**config.mk**
```make
export PLATFORM = sky130hd
export DESIGN_NAME = fifo_sync_param
export DESIGN_NICKNAME = d
export VERILOG_FILES = /design/src/rtl/fifo_sync_param.sv
export SDC_FILE = /design/constraint.sdc
export NUM_CORES = 1
export LEC_CHECK = 0
export CORE_UTILIZATION = 65
export DETAILED_ROUTE_END_ITERATION = 16
export DONT_BUFFER_PORTS = 1
export PLACE_DENSITY_LB_ADDON = 0.3
export SYNTH_ARGS = -nofsm -noshare
export SYNTH_HDL_FRONTEND = slang
export SYNTH_SLANG_ARGS = --single-unit
```
**constraint.sdc**
```tcl
create_clock -name clk -period 5.6 [get_ports clk]
set_input_delay 0.84 -clock clk [delete_from_list [all_inputs] [get_ports clk]]
set_output_delay 0.84 -clock clk [all_outputs]
set_load 0.005 [all_outputs]
```
**src/rtl/fifo_sync_param.sv**
```systemverilog
// fifo_sync_param: single-clock FIFO, power-of-two depth,
// level/threshold flags, registered read data, sticky error flags.
module fifo_sync_param #(
  parameter int DATA_WIDTH = 8,
  parameter int DEPTH      = 16,
  parameter int AF_LEVEL   = DEPTH - 2,
  parameter int AE_LEVEL   = 2,
  localparam int AW        = $clog2(DEPTH)
) (
  input  logic                  clk,
  input  logic                  reset_n,
  input  logic                  wr_en,
  input  logic [DATA_WIDTH-1:0] data_in,
  output logic                  full,
  output logic                  almost_full,
  input  logic                  rd_en,
  output logic [DATA_WIDTH-1:0] data_out,
  output logic                  rd_valid,
  output logic                  empty,
  output logic                  almost_empty,
  output logic [AW:0]           level,
  input  logic                  clr_err,
  output logic                  overflow,
  output logic                  underflow
);

  localparam logic [AW:0] FULL_LVL = (AW+1)'(DEPTH);
  localparam logic [AW:0] AF_LVL   = (AW+1)'(AF_LEVEL);
  localparam logic [AW:0] AE_LVL   = (AW+1)'(AE_LEVEL);
  localparam logic [AW:0] ONE      = (AW+1)'(1);

  logic [DATA_WIDTH-1:0] mem [DEPTH];
  logic [AW-1:0]         wr_ptr;
  logic [AW-1:0]         rd_ptr;
  logic                  rd_fire;
  logic                  wr_fire;

  assign empty        = (level == '0);
  assign full         = (level == FULL_LVL);
  assign almost_full  = (level >= AF_LVL);
  assign almost_empty = (level <= AE_LVL);

  // a full FIFO still accepts a write when a read frees a slot
  assign rd_fire = rd_en && !empty;
  assign wr_fire = wr_en && (!full || rd_fire);

  always_ff @(posedge clk) begin
    if (wr_fire) begin
      mem[wr_ptr] <= data_in;
    end
  end

  always_ff @(posedge clk or negedge reset_n) begin
    if (!reset_n) begin
      wr_ptr   <= '0;
      rd_ptr   <= '0;
      level    <= '0;
      data_out <= '0;
      rd_valid <= 1'b0;
    end else begin
      rd_valid <= rd_fire;
      if (wr_fire) begin
        wr_ptr <= wr_ptr + 1'b1;
      end
      if (rd_fire) begin
        rd_ptr   <= rd_ptr + 1'b1;
        data_out <= mem[rd_ptr];
      end
      unique case ({wr_fire, rd_fire})
        2'b10:   level <= level + ONE;
        2'b01:   level <= level - ONE;
        default: level <= level;
      endcase
    end
  end

  // set wins over a simultaneous clear
  always_ff @(posedge clk or negedge reset_n) begin
    if (!reset_n) begin
      overflow  <= 1'b0;
      underflow <= 1'b0;
    end else begin
      if (wr_en && !wr_fire) begin
        overflow <= 1'b1;
      end else if (clr_err) begin
        overflow <= 1'b0;
      end
      if (rd_en && empty) begin
        underflow <= 1'b1;
      end else if (clr_err) begin
        underflow <= 1'b0;
      end
    end
  end

endmodule
```
==> metrics.yaml, run 1 <==
ant_nets: 0
drt-initial-drc-count: 294
syn_nets: 346
synth-xor-area-share: 0.0129
crit_fanout: 12
synth.most_common_cell: "edfxtp_1"
syn-cell-area_um2: 6130
timing.final.crit_share: 0.555
drc: 0
hold_violations: 0
avgViaCountPerCell: 6.53
fin_nets: 358
synthMuxAreaShare: 0.151
firstDrtPassIters: 5
synthDistinctLibCells: 37
tightest_slew_ps: 1160
cap_violations: 0
r2r_start: "level[4]$_DFFE_PN0P_"
worstHoldPathType: "in2async"
cts_inserted_buffers: 17
grt_max_degree: 35
grt_usage: 0.258
yosys_warnings: 0
synthTopCellsByArea: "edfxtp_1 63%, mux4_2 12%, dfrtp_1 9.8%, mux2i_1 2.6%, ha_1 1.6%"
synth_seq_area_share: 0.725
status: "finished, final reports clean"
ctsHoldBuffers: 1
postPlaceCellArea_um2: 6240
clk_pin_slew_ps: 60
synth_fa_ha_area_frac: 0.0196
setup_tns_ps: 0
grt-ovfl-total: 0
critPathKind: "reg2reg"
die_x_um: 99.1
ys_ff_latch: 152
finalWorstSetupSlack_ps: 2490
hpwl_um: 6850
synth_edf_count: 128
p_leak_nw: 2.36
drive_above_1_share: 0.221
io_pins: 33
synth_area_per_cell_um2: 18.9
die_height_um: 99.1
antenna_found_initial: 0
synth-simple-area-share: 0.0423
synth_common_cells: "128 x edfxtp_1, 32 x mux4_2, 24 x dfrtp_1"
insertion_delay_ps: 520
grt_first_pass_wirelength_um: 17500
std_cell_rows: 35
cp-end-kind: "flip-flop"
wire_per_inst_um: 25.1
power_mw: 3.59
power-per-cell-area_nw_per_um2: 524
core_area_um2: 9200
cts_tree: "built"
cts_setup_buffers: 0
insertedDiodeCount: 0
async_reset_ff_frac: 0.158
initial_core_util: 0.666
port_buffers: 0
maxSlewHeadroom: 0.222
ctsRootBufferMaster: "clkbuf_8"
fmax_mhz: 322
arrival_ps: 3520
synthFlopType: "edfxtp_1"
grt_pass1_vias: 3019
finalWeightedCongestion: 0.850
reg2reg_slack_ps: 2490
synth_top_family_by_area: "multiplexers"
required_ps: 6010
synth_compound_area_frac: 0.0310
yosysTopAreaCell: "edfxtp_1"
clock-sinks: 152
cts_resized: 0
worst_ir_drop_vdd_mv: 0.276
skew_ps: 10.8
final_cell_area_um2: 6850
cts-htree-levels: 4
vias: 2997
dp_slack_ps: 2500
cts.path.max_buffers: 2
rsz0062_at_grt: "no"
slew_violations: 0
netlist_instances: 324
crit_path_start: "level[4]$_DFFE_PN0P_"
finalSetupViolCount: 0
period_needed_ps: 3110
start_kind: "flip-flop"
hold_slack_ps: 127
yosys.area.top_type_share: 0.627
area_growth_pct: 11.8
wl_um: 11500
die_area_um2: 9820
cell usage in the layout, fill, tap and decap left out, drive strengths merged, types with 3 or more instances in the layout:
cell type  synthesis  final
buf               11      7
ha                 8      8
dfrtp             24     24
xnor2              9      9
a21oi              3      3
inv               10     13
edfxtp           128    128
nand2b             4      4
o221ai             7      7
clkbuf             3     17
mux4              32     32
mux2i             16     16
mux2               3      3
bufinv             0      3
clkinv             0      6
nor2              16     16
o21ai              4      4
nor3               6      6
nand2             20     20
worst paths after layout:
path | endpoint | cells past startpoint
worst max-delay path | level[3]$_DFFE_PN0P_ | 10
worst min-delay path | level[3]$_DFFE_PN0P_ | 1
worst max register to register | level[3]$_DFFE_PN0P_ | 10
worst min register to register | data_out[5]$_DFFE_PN0P_ | 2
max in group asynchronous | rd_ptr[1]$_DFFE_PN0P_ | 1
min in group clk | mem[15][0]$_DFFE_PP_ | 0
layer usage:
layer | global-route usage | routed length, µm | vias up
met5 | 0 | 0 | -
met3 | 0.0668 | 787 | 14
met4 | 0.0848 | 186 | 0
li1 | - | - | 1314
met1 | 0.332 | 4530 | 1552
met2 | 0.437 | 6040 | 117
layout make-up:
class	count	area [µm²]
clock buffers	17	414
clock inverters	14	175
fillers	517	2350
inverters	10	37.5
multi-input cells	148	1570
flip-flops and latches	152	4440
well taps	111	139
repair buffers	7	65.1
where the power goes:
group	internal [mW]	switching, mW
Sequential	1.41	0.148
Combinational	0.430	0.471
Clock	0.680	0.452
Total	2.52	1.07
critical path: stages, from the launching register on:
cell     delay (ps)
dfrtp_1         470
or3_1           470
o31ai_4         600
inv_2           210
nand2_1         160
inv_1            90
ha_1            280
a21o_1          170
a21oi_1         180
xnor2_1         100
mux2_4          260
through the flow:
stage,utilization,instances
floorplan,-,324
global placement,0.679,427
detailed placement,0.679,427
CTS,0.745,459
global route,0.745,459
finish,0.745,459
state kept, by name, indices dropped and copies added, names as in the netlist:
signal and flops:
level 5, data_out 8, rd_valid 1, rd_ptr 4, overflow 1, underflow 1, wr_ptr 4, mem 128
logic make-up (layout without fill, tap and decap cells):
family,Yosys count,count (layout)
simple gates,56,56
mux,51,51
flops,152,152
fa+ha+maj,9,9
xor+xnor,9,9
compound gates,23,23
buf+inv,24,48
Note: power is estimated with default switching activity, not from simulation.
==> run 2: changes to the inputs <==
- CORE_UTILIZATION: 65 -> 57
- clock period: 5.6 -> 2.53 ns (I/O delays scaled with it)
==> run 2 against run 1 <==
  * Critical path depth unchanged
  * First-iteration DRC count grew 3.4%
  * Core utilization decreased by 5.0 points
  * Clock power is 120% higher
  * Sequential share of layout area decreased by 3.2 points
==> metrics.yaml, run 2 (same netlist as run 1, synthesis figures left out) <==
reg2reg_slack_ps: 110  # was 2490 ps
cp-end-kind: "flip-flop"  # unchanged
wire_per_inst_um: 22.3  # was 25.1 µm
cts_inserted_buffers: 17  # unchanged
multi_input_area_um2: 1600  # was 1570 µm²
skew_ps: 11.0  # was 10.8 ps
power-per-cell-area_nw_per_um2: 1120  # was 524 nW/µm²
crit_fanout: 4  # was 12
grt_max_degree: 30  # was 35
antenna_found_initial: 0  # unchanged
largest_reg_flops: 128  # unchanged
insertion_delay_ps: 530  # was 520 ps
grt-ovfl-total: 0  # unchanged
ctsRootBufferMaster: "clkbuf_8"  # unchanged
clk_pin_slew_ps: 70  # was 60 ps
insertedDiodeCount: 0  # unchanged
finalWorstSetupSlack_ps: 115  # was 2490 ps
nFillCells: 652  # was 517
std_cell_rows: 37  # was 35
whs_path_depth: 1
port_buffers: 0  # unchanged
clock-sinks: 152  # unchanged
avgViaCountPerCell: 5.98  # was 6.53
initial_core_util: 0.591  # was 0.666
ant_nets: 0  # unchanged
die_x_um: 106  # was 99.1 µm
required_ps: 2930  # was 6010 ps
rsz0062_at_grt: "yes"  # was no
fin_nets: 394  # was 358
drive_above_1_share: 0.286  # was 0.221
cts.path.max_buffers: 2  # unchanged
drc: 0  # unchanged
fmax_mhz: 414  # was 322 MHz
wl_um: 11600  # was 11500 µm
top_regs: "mem (128), data_out (8), level (5)"  # unchanged
die_area_um2: 11200  # was 9820 µm²
tightest_slew_ps: 560  # was 1160 ps
firstDrtPassIters: 4  # was 5
cap_violations: 0  # unchanged
timing.final.crit_share: 0.955  # was 0.555
arrival_ps: 2810  # was 3520 ps
area_growth_pct: 17.5  # was 11.8%
vias: 3116  # was 2997
grt_pass1_vias: 3290  # was 3019
utilization: 0.694  # was 0.745
drt-initial-drc-count: 304  # was 294
mostFrequentLayoutCells: "128 x edfxtp_1, 32 x mux4_2, 31 x buf_4, 24 x dfrtp_1, 20 x nand2_1"  # was 128 x edfxtp_1, 32 x mux4_2, 24 x dfrtp_1, 20 x nand2_1
finalWeightedCongestion: 0.866  # was 0.850
seqCellArea_um2: 4440  # unchanged
critPathKind: "reg2reg"  # unchanged
start_kind: "flip-flop"  # unchanged
worst_ir_drop_vdd_mv: 0.680  # was 0.276 mV
rr_worst_depth: 10  # unchanged
top_register: "mem"  # unchanged
die_height_um: 106  # was 99.1 µm
hold_violations: 0  # unchanged
maxSlewHeadroom: 0.625  # was 0.222
slew_violations: 0  # unchanged
period_needed_ps: 2420  # was 3110 ps
core_area_um2: 10400  # was 9200 µm²
final_cell_area_um2: 7200  # was 6850 µm²
power_mw: 8.08  # was 3.59 mW
worstHoldPathType: "in2reg"  # was in2async
final_common_cell: "edfxtp_1"  # unchanged
hpwl_um: 7320  # was 6850 µm
grt_usage: 0.231  # was 0.258
grt_first_pass_wirelength_um: 18200  # was 17500 µm
cts_tree: "built"  # unchanged
hold_slack_ps: 25.7  # was 127 ps
postPlaceCellArea_um2: 6470  # was 6240 µm²
finalSetupViolCount: 0  # unchanged
status: "finished, final reports clean"  # unchanged
io_pins: 33  # unchanged
cts-htree-levels: 4  # unchanged
dp_slack_ps: 50.6  # was 2500 ps
p_leak_nw: 2.54  # was 2.36 nW
-- run 2: worst paths after layout --
check	startpoint	end
max	level[4]$_DFFE_PN0P_	level[4]$_DFFE_PN0P_
min	wr_en	overflow$_DFFE_PN0P_
max reg2reg	level[4]$_DFFE_PN0P_	level[4]$_DFFE_PN0P_
min reg2reg	data_out[5]$_DFFE_PN0P_	data_out[5]$_DFFE_PN0P_
max in group asynchronous	reset_n	data_out[6]$_DFFE_PN0P_
min in group asynchronous	reset_n	underflow$_DFFE_PN0P_
-- run 2: cell type report --
type                       count  share of cell area
inverter                      10             0.00521
sequential                   152               0.617
multi-input combinational    148               0.222
clock inverter                15              0.0229
tap                          136              0.0236
clock buffer                  17              0.0575
timing repair buffer          43              0.0518
-- run 2: where the power goes --
| part | internal (mW) | switching, mW |
|---|---|---|
| registers | 3.11 | 0.278 |
| logic | 1.10 | 1.15 |
| clock network | 1.42 | 1.02 |
| total | 5.63 | 2.45 |
-- run 2: what timing repair did --
action	4_1_cts	5_1_grt
hold endpoints to repair	153	0
gates resized for setup	0	8
endpoints found under the setup margin	0	1
hold buffers	11	0
setup buffers	0	1
-- run 2: worst max-delay path, stage by stage, from the launching register on --
cell and delay, ps:
dfrtp_1 380, or3_1 440, o31ai_4 210, inv_2 50, nand2_1 100, inv_1 80, ha_1 330, nor2b_2 180
o21ai_2 170, a311oi_2 140, nand3b_1 190
-- run 2: per-stage QoR --
step,setup TNS [ps],cells
floorplan,0,324
global placement,0,477
detailed placement,0,477
CTS,0,520
global route,-14.1,521
finish,0,521
-- run 2: layer usage --
metal / part of all wire / GRT usage / routed length, µm
met4: 0.019 / 0.102 / 218
met5: 0 / 0 / 0
met1: 0.42 / 0.313 / 4900
met3: 0.046 / 0.0501 / 531
met2: 0.51 / 0.363 / 5980
==> run 3: changes to the inputs <==
- CELL_PAD_IN_SITES_DETAIL_PLACEMENT: not set -> 1
- CELL_PAD_IN_SITES_GLOBAL_PLACEMENT: not set -> 1
- CORE_UTILIZATION: 57 -> 49
==> run 3 against run 2 <==
  * Routed wire length rose by 4.1%
  * Fmax up 1.1%
  * Critical path depth unchanged
  * Critical path type unchanged
  * Register-to-register slack improved by 30 ps
  * Total power is 2.6% higher
  * Sequential power about the same
  * Die area up 16%
  * Clock power up 11%
  * Non-clock buffer count decreased by 21
==> metrics.yaml, run 3 (same netlist as run 1, synthesis figures left out) <==
initial_core_util: 0.506  # was 0.591
power-per-cell-area_nw_per_um2: 1170  # was 1120 nW/µm²
dp_cells: 498  # was 477
cp-end-kind: "flip-flop"  # unchanged
grt_max_degree: 25  # was 30
top_register: "mem"  # unchanged
crit_fanout: 4  # unchanged
grt_usage: 0.211  # was 0.231
clk_pin_slew_ps: 60  # was 70 ps
top_regs: "mem (128), data_out (8), level (5)"  # unchanged
whs_path_depth: 0  # was 1
cp_top_family: "compound AO/OA/AOI/OAI gates"  # was simple AND/OR/NAND/NOR gates
avgViaCountPerCell: 5.68  # was 5.98
setup_tns_ps: 0  # unchanged
core_area_um2: 12100  # was 10400 µm²
rr_worst_depth: 10  # unchanged
ctsRootBufferMaster: "clkbuf_16"  # was clkbuf_8
io_pins: 33  # unchanged
utilization: 0.586  # was 0.694
start_kind: "flip-flop"  # unchanged
cts.path.max_buffers: 2  # unchanged
std_cell_rows: 40  # was 37
grt_pass1_vias: 3387  # was 3290
firstDrtPassIters: 4  # unchanged
seqCellArea_um2: 4440  # unchanged
timing.final.crit_share: 0.944  # was 0.955
path_depth: 10  # unchanged
finalSetupViolCount: 0  # unchanged
multi_input_area_um2: 1580  # was 1600 µm²
die_x_um: 114  # was 106 µm
worst_ir_drop_vdd_mv: 0.542  # was 0.680 mV
layoutNonFillerInstCount: 532  # was 521
critPathMaxStageDelay_ps: 430  # was 440 ps
cap_violations: 0  # unchanged
mostFrequentLayoutCells: "128 x edfxtp_1, 32 x mux4_2, 24 x dfrtp_1, 20 x nand2_1, 19 x buf_4"  # was 128 x edfxtp_1, 32 x mux4_2, 31 x buf_4, 24 x dfrtp_1, 20 x nand2_1
required_ps: 2830  # was 2930 ps
skew_ps: 13.3  # was 11.0 ps
largest_reg_flops: 128  # unchanged
status: "finished, final reports clean"  # unchanged
cts_setup_buffers: 0  # unchanged
vias: 3023  # was 3116
insertion_delay_ps: 420  # was 530 ps
tightest_slew_ps: 943  # was 560 ps
critPathKind: "reg2reg"  # unchanged
slew_violations: 0  # unchanged
antenna_found_initial: 0  # unchanged
area_growth_pct: 15.9  # was 17.5%
fmax_mhz: 419  # was 414 MHz
slowest_stage: "dfrtp_1"  # was or3_1
insertedDiodeCount: 0  # unchanged
arrival_ps: 2690  # was 2810 ps
period_needed_ps: 2390  # was 2420 ps
final_common_cell: "edfxtp_1"  # unchanged
drc: 0  # unchanged
grt-ovfl-total: 0  # unchanged
worstHoldPathType: "in2reg"  # unchanged
clock-sinks: 152  # unchanged
reg2reg_slack_ps: 140  # was 110 ps
cts_inserted_buffers: 17  # unchanged
die_area_um2: 13000  # was 11200 µm²
p_leak_nw: 2.46  # was 2.54 nW
grt_first_pass_wirelength_um: 19200  # was 18200 µm
nFillCells: 1063  # was 652
hpwl_um: 7920  # was 7320 µm
fin_nets: 373  # was 394
die_height_um: 114  # was 106 µm
drt-initial-drc-count: 168  # was 304
rsz0062_at_grt: "no"  # was yes
drive_above_1_share: 0.250  # was 0.286
wire_per_inst_um: 22.7  # was 22.3 µm
wl_um: 12100  # was 11600 µm
cts_tree: "built"  # unchanged
cts-htree-levels: 4  # unchanged
port_buffers: 0  # unchanged
crit_buf_inv: 2  # unchanged
maxSlewHeadroom: 0.369  # was 0.625
timing.critical_path.cells: "or3_4, o31ai_4, inv_2, nand2_1, inv_1, ha_1, a21o_1, a21oi_1, xnor2_1, mux2_4"  # was or3_1, o31ai_4, inv_2, nand2_1, inv_1, ha_1, nor2b_2, o21ai_2, a311oi_2, nand3b_1
hold_violations: 0  # unchanged
finalWeightedCongestion: 0.777  # was 0.866
ant_nets: 0  # unchanged
==> run 3: cell count changes in the layout (fill, tap and decap cells not counted), moves of 2 or more <==
cell | previous run | this run
dlygate4sd3_1 | 10 | 1
clkinvlp_4 | 5 | 3
o21ai_2 | 2 | 0
o21ai_1 | 0 | 2
clkinv_2 | 0 | 2
inv_6 | 5 | 0
clkbuf_1 | 0 | 3
bufinv_16 | 2 | 5
buf_4 | 31 | 19
==> run 3: routing by layer <==
layer	vias up	track usage	part of all wire
met2	70	0.346	0.51
met5	-	0	0
met4	0	0.0701	0.010
met3	12	0.0680	0.059
li1	1335	-	-
met1	1606	0.268	0.42
==> run 3: repair_timing <==
item / CTS / global route
hold endpoints to repair: 24 / 0
gates resized for setup: 0 / 3
hold buffers: 2 / 0
setup endpoints to repair: 0 / 2
==> run 3: final cells by class <==
class / count / share of cell area
clock inverter: 12 / 0.0282
timing repair buffer: 22 / 0.0271
tap: 168 / 0.0296
sequential: 152 / 0.626
inverter: 10 / 0.00529
clock buffer: 20 / 0.0615
multi-input combinational: 148 / 0.222
==> run 3: worst paths after layout <==
| kind | from | endpoint |
|---|---|---|
| worst max-delay path | level[3]$_DFFE_PN0P_ | level[3]$_DFFE_PN0P_ |
| worst min-delay path | data_in[5] | mem[10][5]$_DFFE_PP_ |
| worst max register to register | level[3]$_DFFE_PN0P_ | level[3]$_DFFE_PN0P_ |
| worst min register to register | data_out[5]$_DFFE_PN0P_ | data_out[5]$_DFFE_PN0P_ |
| max in group asynchronous | reset_n | wr_ptr[0]$_DFFE_PN0P_ |
| min in group asynchronous | reset_n | rd_valid$_DFF_PN0_ |
==> run 3: worst reg2reg max path, cell delays in order, from the launching register on <==
cell and delay (ps):
dfrtp_1 430, or3_4 410, o31ai_4 220, inv_2 60, nand2_1 100, inv_1 90, ha_1 280, a21o_1 180
a21oi_1 170, xnor2_1 80, mux2_4 260
==> run 3: through the flow <==
step | hold WS, ps | area, µm² | total power, mW | setup slack [ps]
after floorplan | 83.9 | 6130 | 4.98 | 110
after global placement | 84.5 | 6430 | 5.56 | 209
after detailed placement | 84.5 | 6430 | 5.62 | 106
after CTS | 35.6 | 7100 | 8.37 | 88.7
after global routing | 29.0 | 7100 | 8.67 | 9.88
final | 52.2 | 7100 | 8.29 | 142
==> run 3: power by group <==
group | switching [mW] | total [mW] | internal (mW) | leakage [nW]
logic | 1.12 | 2.19 | 1.07 | 0.713
clock network | 0.966 | 2.71 | 1.75 | 0.300
registers | 0.268 | 3.38 | 3.11 | 1.45
